<file path="config.mk">
export PLATFORM = sky130hd
export DESIGN_NAME = rf_write_arbiter
export DESIGN_NICKNAME = d
export VERILOG_FILES = /design/src/rtl/rf_write_arbiter_pkg.sv /design/src/rtl/rf_write_arbiter_rr_arbiter.sv /design/src/rtl/rf_write_arbiter.sv
export SDC_FILE = /design/constraint.sdc
export NUM_CORES = 1
export LEC_CHECK = 0
export CORE_MARGIN = 2
export CORE_UTILIZATION = 49
export CTS_BUF_LIST = sky130_fd_sc_hd__clkbuf_8
export DETAILED_ROUTE_END_ITERATION = 10
export DONT_BUFFER_PORTS = 1
export SETUP_SLACK_MARGIN = 0.1
export SYNTH_ARGS = -nofsm -noshare
export SYNTH_HDL_FRONTEND = slang
export SYNTH_SLANG_ARGS = --single-unit
</file>
<file path="constraint.sdc">
create_clock -name clk -period 4.54 [get_ports clk]
set_clock_uncertainty 0.15 [all_clocks]
set_input_delay 0.908 -clock clk [delete_from_list [all_inputs] [get_ports clk]]
set_output_delay 0.908 -clock clk [all_outputs]
set_load 0.05 [all_outputs]
</file>
<file path="src/rtl/rf_write_arbiter_pkg.sv">
// Shared register-file constants and the write-arbiter state encoding.
package rf_pkg;

    localparam int RF_ADDR_W = 5;
    localparam int RF_DATA_W = 32;
    localparam int RF_DEPTH  = 32;
    localparam logic [RF_ADDR_W-1:0] RF_ZERO_REG = 5'd0;

    localparam logic [0:0] ST_INIT = 1'b0;
    localparam logic [0:0] ST_RUN  = 1'b1;

    typedef enum logic [0:0] {
        INIT = ST_INIT,
        RUN  = ST_RUN
    } rf_state_e;

endpackage

</file>
<file path="src/rtl/rf_write_arbiter_rr_arbiter.sv">
// Combinational round-robin search: first asserted request at or after ptr, wrapping modulo NREQ.
module rr_arbiter #(
    parameter int NREQ = 3,
    parameter int PW   = (NREQ > 1) ? $clog2(NREQ) : 1
) (
    input  logic [NREQ-1:0] req,
    input  logic [PW-1:0]   ptr,
    output logic [NREQ-1:0] grant,
    output logic [PW-1:0]   g,
    output logic            any_valid
);

    int idx;

    always_comb begin
        grant     = '0;
        g         = '0;
        any_valid = 1'b0;
        idx       = 0;
        for (int k = 0; k < NREQ; k++) begin
            // Explicit wrap keeps non-power-of-2 NREQ inside the requester range.
            idx = int'(ptr) + k;
            if (idx >= NREQ) begin
                idx = idx - NREQ;
            end
            if (!any_valid && req[idx]) begin
                any_valid  = 1'b1;
                g          = PW'(idx);
                grant[idx] = 1'b1;
            end
        end
    end

endmodule

</file>
<file path="src/rtl/rf_write_arbiter.sv">
// Owner of the regfile write port: clears x1..x31 after reset, then round-robins writeback requesters.
module rf_write_arbiter
    import rf_pkg::*;
#(
    parameter int NREQ           = 3,
    parameter bit CLEAR_ON_RESET = 1'b1
) (
    input  logic                      clk,
    input  logic                      rst,
    input  logic [NREQ-1:0]           req_valid,
    input  logic [RF_ADDR_W*NREQ-1:0] req_wa,
    input  logic [RF_DATA_W*NREQ-1:0] req_wd,
    output logic [NREQ-1:0]           req_ready,
    output logic                      werf,
    output logic [RF_ADDR_W-1:0]      wa,
    output logic [RF_DATA_W-1:0]      wd,
    output logic                      init_done
);

    localparam int PW = (NREQ > 1) ? $clog2(NREQ) : 1;

    rf_state_e              state;
    logic [RF_ADDR_W-1:0]   cnt;
    logic [PW-1:0]          ptr;
    logic [PW-1:0]          g;
    logic [PW-1:0]          ptr_next;
    logic [NREQ-1:0]        grant;
    logic                   any_valid;
    logic [RF_ADDR_W-1:0]   sel_wa;
    logic [RF_DATA_W-1:0]   sel_wd;

    rr_arbiter #(
        .NREQ (NREQ),
        .PW   (PW)
    ) u_rr (
        .req       (req_valid),
        .ptr       (ptr),
        .grant     (grant),
        .g         (g),
        .any_valid (any_valid)
    );

    // Handshake: a requester transfers on any edge where req_valid[i] & req_ready[i];
    // it holds valid/wa/wd until then, and ready never rises without its own valid.
    assign req_ready = (!rst && state == RUN) ? grant : '0;

    assign sel_wa   = req_wa[int'(g)*RF_ADDR_W +: RF_ADDR_W];
    assign sel_wd   = req_wd[int'(g)*RF_DATA_W +: RF_DATA_W];
    assign ptr_next = (int'(g) == NREQ - 1) ? '0 : g + PW'(1);

    always_ff @(posedge clk) begin
        if (rst) begin
            werf <= 1'b0;
            wa   <= '0;
            wd   <= '0;
            ptr  <= '0;
            cnt  <= 5'd1;
            if (CLEAR_ON_RESET) begin
                state     <= INIT;
                init_done <= 1'b0;
            end else begin
                state     <= RUN;
                init_done <= 1'b1;
            end
        end else begin
            init_done <= (state == RUN);
            if (state == INIT) begin
                werf <= 1'b1;
                wa   <= cnt;
                wd   <= '0;
                // cnt saturates at 31; the same edge hands the port over to requesters.
                if (cnt == 5'd31) begin
                    state <= RUN;
                end else begin
                    cnt <= cnt + 5'd1;
                end
            end else if (any_valid) begin
                // x0 targets are consumed but never reach the regfile.
                werf <= (sel_wa != RF_ZERO_REG);
                wa   <= sel_wa;
                wd   <= sel_wd;
                ptr  <= ptr_next;
            end else begin
                werf <= 1'b0;
            end
        end
    end

endmodule
</file>
# After elaboration in Yosys (flattened, before gate mapping)
# Cells that the tools add are included.
# op_classes
n_reduce_logical,13
shift,2
n_mul,1
add_sub_neg,7
n_lt_le_gt_ge,9
eq_ne,3
n_div,0
bitwise,4
muxes,35
# op_table
cell,count
greater-or-equal comparator 32 x 1 -> 1 bit (second input constant),3
less-than comparator 32 x 4 -> 1 bit (second input constant),3
two-way mux 32 bit,3
indexed part select 96 x 8 -> 32 bit,1
greater-or-equal comparator 32 x 3 -> 1 bit (second input constant),2
subtractor 32 x 3 -> 32 bit (second input constant),2
two-way mux 1 bit,16
indexed part select 15 x 6 -> 5 bit,1
two-way mux 3 bit,4
two-way mux 5 bit,2
two-way mux 2 bit,4
binary-select mux 1 bit (select 2 bit),3
demux 1 bit (select 2 bit),3
logical AND 1 bit,6
OR 3 bit,2
adder 5 x 1 -> 5 bit (second input constant),1
== test 5 bit (second input constant),1
multiplier 2 x 3 -> 5 bit (second input constant),1
nonzero test 5 bit,1
AND reduction 2 bit,2
adder 2 x 1 -> 3 bit (second input constant),1
adder 2 x 2 -> 3 bit (second input constant),1
logical NOT 1 bit,3
subtractor 2 x 2 -> 3 bit (second input constant),1
other kinds (6),7
# totals
out_inout_bits,42
input_bits,116
mem_bits_rw,0
wordCells,81
rom_bits,0
n_memories,0
register_bits,47
latchBits,0

# Longest topological paths before layout
# logic_depth
ltp_word,17
ltp_mapped,12
mapped_depth_nobuf,9

# Modules after synthesis
# From an unflattened synthesis, not the netlist that was laid out.
# unflattened
hier_cells,346
area_unflattened_um2,2842.7
# by_module_without_submodules
mod,area_each_um2,seq_area_each_um2,cells_per_inst,instances
rf_write_arbiter,2461.1,940.9,294,1
rr_arbiter,381.6,0.0,52,1

# Least setup slack after synthesis
# Ideal clock, no wire load.
# synth_path
kind,input to output
startpoint,input port req_valid[1]
endpoint,output port req_ready[1]
arrival_ns,2.670
setup_slack_ns,0.812
stages,6
required_time_ns,3.482
n_path_buf,0
cell_sequence,nor2b_1 > nand2_1 > o21ai_0 > nor2_1 > nand2_1 > a211oi_1
# synth_between
elab_chain_cells,11
elab_cells_between_ends,21
classes_between,mux (15); bitwise (2); reduce/logical (4)
# synth_lines
item,line,text
start: declaration,rf_write_arbiter.sv:10,"input logic [NREQ-1:0] req_valid,"
binary-select mux 1 bit (select 2 bit),rf_write_arbiter_rr_arbiter.sv:26,if (!any_valid && req[idx]) begin
two-way mux 1 bit (not written as such) (2 in a row),rf_write_arbiter_rr_arbiter.sv:26,
two-way mux 1 bit,rf_write_arbiter_rr_arbiter.sv:26,
logical NOT 1 bit,rf_write_arbiter_rr_arbiter.sv:26,
logical AND 1 bit,rf_write_arbiter_rr_arbiter.sv:26,
two-way mux 1 bit,rf_write_arbiter_rr_arbiter.sv:26,
logical NOT 1 bit,rf_write_arbiter_rr_arbiter.sv:26,
logical AND 1 bit,rf_write_arbiter_rr_arbiter.sv:26,
two-way mux 3 bit (*),rf_write_arbiter_rr_arbiter.sv:26,
two-way mux 3 bit (*),rf_write_arbiter.sv:45,assign req_ready = (!rst && state == RUN) ? grant : '0;
end: declaration,rf_write_arbiter.sv:13,"output logic [NREQ-1:0] req_ready,"
# Every way passes the cells marked *; elsewhere a longest branch is shown, timed or not. The select of a mux whose other input is x is not followed.

# Final worst setup path
# layout_path
startpoint,register ptr[1]
endpoint,output port req_ready[1]
# layout_between
elab_chain_cells,13
elab_cells_between_ends,47
classes_between,add/sub (5); order compare (9); mux (24); bitwise (2); reduce/logical (7)
# layout_lines
item,line,text
start: declaration,rf_write_arbiter.sv:24,logic [PW-1:0] ptr;
start signal: assignment,rf_write_arbiter.sv:82,ptr <= ptr_next;
branches (longest 11 deep; another with subtractor 32 x 3 -> 32 bit),--,
two-way mux 3 bit (*),rf_write_arbiter_rr_arbiter.sv:26,
two-way mux 3 bit (*),rf_write_arbiter.sv:45,
# Every way passes the cells marked *. The select of a mux whose other input is x is not followed.

==> results.cfg <==
[status]
status = finished clean

[min_path]
hold_start = cnt[4]$_SDFFE_PP0P_
min_path_cells = 2
holdCritPathClass = reg2reg

[route]
wl_per_cell_um = 16.8
vias = 2339
dr.pass1.iters = 4
vias_per_cell = 5.97
ant_nets = 0
drc_errors = 0
totalWireLength_mm = 6.60
drt_iter0_markers = 61

[timing]
tightest_slew_ns = 0.906
whs_ns = 0.352
rsz0062_at_grt = no
finalCriticalPeriod_ns = 3.67
setup_tns_ns = 0
hold_viol_final = 0
slew_viol_final = 0
finalSetupViolCount = 0
slew_headroom = 0.395
max_freq_mhz = 272
fin_crit_sh = 0.809

[clocking]
cts_tree = built
htree_levels = 2
cts_buffers = 5
cts_sinks = 47
post_cts_resized = 0
clockBufferDepth = 2
root_buffer = clkbuf_8
cts_setup_buffers = 0
ctsHoldBuffers = 0
cts.clk_slew.worst_paths_ns = 0.09
clkLatencyLatePin_ns = 0.30

[critical_path]
cp-end-kind = primary output
critPathMaxFanout = 9
start_kind = register
cp.required_ns = 3.48
startpoint = ptr[1]$_SDFFE_PP0P_
path_class = reg2out
reg2reg_from = ptr[0]$_SDFFE_PP0P_
arrival_ns = 2.62
rr_worst_depth = 10

[floorplan]
die_h_um = 79.0
io_pins = 158
die_w_um = 79.0
core_sq_um = 5470
fp.dieArea_sq_um = 6240
start_util = 0.503
rows = 27

[synthesis]
synth_edf_count = 0
async_flop_share = 0
synth_seq_cells = 47
post-synth-top-area-fraction = 0.342
synth_fp_nets = 454
synthDistinctLibCells = 46
synth.area.top_cells = dfxtp_1 34%, mux2i_1 13%, a22o_1 10%, o21ai_0 7.8%, nand2_1 7.5%
syn_inst = 332
synth_ff_type = dfxtp_1
yosysTopAreaCell = dfxtp_1
ys_warn_count = 0
synth-seq-area-share = 0.342
mappedNetlistArea_sq_um = 2750
syn_area_per_cell_sq_um = 8.29

[placed_design]
numPortBuffers = 0
placed_area_sq_um = 2770
place_congestion = 0.889
dp_hpwl_mm = 5.02

[finish]
antenna_cells = 0
syn_to_final_growth_pct = 4.77
fillers = 524
fin_nets = 441
post-route-cell-area_sq_um = 2890
drive_gt1_frac = 0.0750

[grt]
grt_start_max_net_pins = 45
grt_antenna_before_repair = 0
grt_overflow = 0
grt.total_usage = 0.198
grt_pass1_wl_mm = 9.83
grt_pass1_vias = 2031

[pwr]
totalPowerFinal_mw = 0.841
leakagePower_nw = 1.16
vdd_drop_max_uv = 180
p_per_area_nw_per_um2 = 292

[flow_run]
maxCapViolCount = 0
-- cell usage in the layout, fill, tap and decap left out, types with 2 or more instances in the layout --
cell type | netlist | final
o21ai_1 | 2 | 2
o2111ai_1 | 2 | 2
inv_1 | 5 | 5
o21ai_0 | 43 | 43
a21oi_1 | 10 | 10
clkbuf_8 | 0 | 5
nand2_1 | 55 | 55
a22o_1 | 32 | 32
ha_1 | 6 | 6
nor2_1 | 18 | 16
and2_1 | 3 | 3
nand2b_1 | 5 | 5
buf_4 | 1 | 4
nor3_1 | 3 | 2
nand3b_1 | 3 | 3
nand3_1 | 3 | 3
mux2i_1 | 36 | 36
nor2b_1 | 3 | 3
xor2_1 | 2 | 2
a311oi_1 | 3 | 3
nor2_2 | 0 | 2
a21o_1 | 4 | 4
dfxtp_1 | 47 | 47
-- per-layer routing --
metal	share of wire	wire length, um	vias up	track usage
met1	0.43	2820	1045	0.237
met2	0.49	3210	108	0.341
li1	-	-	1176	-
met3	0.073	485	10	0.0580
met5	0	0	-	0
met4	0.014	95	0	0.0621
-- registers in the layout, indices dropped and copies added, names as in the netlist --
name,flops
cnt,5
wd,32
state,1
init_done,1
werf,1
ptr,2
wa,5
-- critical path, cell delays in order, from the launching register on --
cell and delay, ns:
dfxtp_1 0.35, inv_1 0.08, ha_1 0.35, mux2i_1 0.25, o21ai_0 0.20, nor2_1 0.24
nand2_1 0.09, a211oi_2 0.75
-- Yosys cell counts, types with 2 or more instances --
cell type	n
nand2b_1	5
clkbuf_1	15
nor3_1	3
and2_1	3
a311oi_1	3
ha_1	6
a21oi_1	10
a211oi_1	2
o2111ai_1	2
and3_1	2
a22o_1	32
inv_1	5
nor2_1	18
a21o_1	4
buf_2	3
nand3_1	3
nand2_1	55
o21ai_0	43
mux2i_1	36
buf_6	4
dfxtp_1	47
nand3b_1	3
xor2_1	2
o21ai_1	2
nor2b_1	3
-- stage by stage --
| stage | utilization | setup slack (ns) | instances |
|---|---|---|---|
| 2_1_floorplan | - | 0.812 | 332 |
| 3_3_place_gp | 0.506 | 1.13 | 384 |
| 3_5_place_dp | 0.506 | 1.11 | 384 |
| 4_1_cts | 0.527 | 0.879 | 392 |
| 5_1_grt | 0.527 | 0.658 | 392 |
| 6_report | 0.527 | 0.867 | 392 |
-- worst paths after layout --
kind,end,slack (ns)
max,req_ready[1],0.87
min,cnt[4]$_SDFFE_PP0P_,0.35
max reg2reg,wd[28]$_SDFFE_PN0P_,1.26
min reg2reg,cnt[4]$_SDFFE_PP0P_,0.35
-- power breakdown --
group	leakage (nW)	total [mW]	switching (mW)	internal [mW]
registers	0.380	0.434	0.0160	0.418
clock network	0.0548	0.312	0.146	0.166
logic	0.720	0.0952	0.0510	0.0442
total	1.16	0.841	0.213	0.629
-- cell type report --
type                       count  area, sq um  share of cell area
inverter                       5         18.8             0.00650
clock buffer                   5         68.8              0.0239
clock inverter                 3         46.3              0.0160
multi-input combinational    256         1690               0.586
tap                           72         90.1              0.0312
timing repair buffer           4         30.0              0.0104
sequential                    47          941               0.326
-- cell families after synthesis --
kind of cell             count (synthesis)  synth area share
AO/OA/AOI/OAI                          110             0.274
XOR/XNOR                                 3           0.00954
adder cells (fa/ha/maj)                  6            0.0273
buffers and inverters                   29            0.0532
flip-flops                              47             0.342
multiplexers                            36             0.131
AND/OR/NAND/NOR                        101             0.164
No activity file was read; power rests on OpenSTA's default activity.
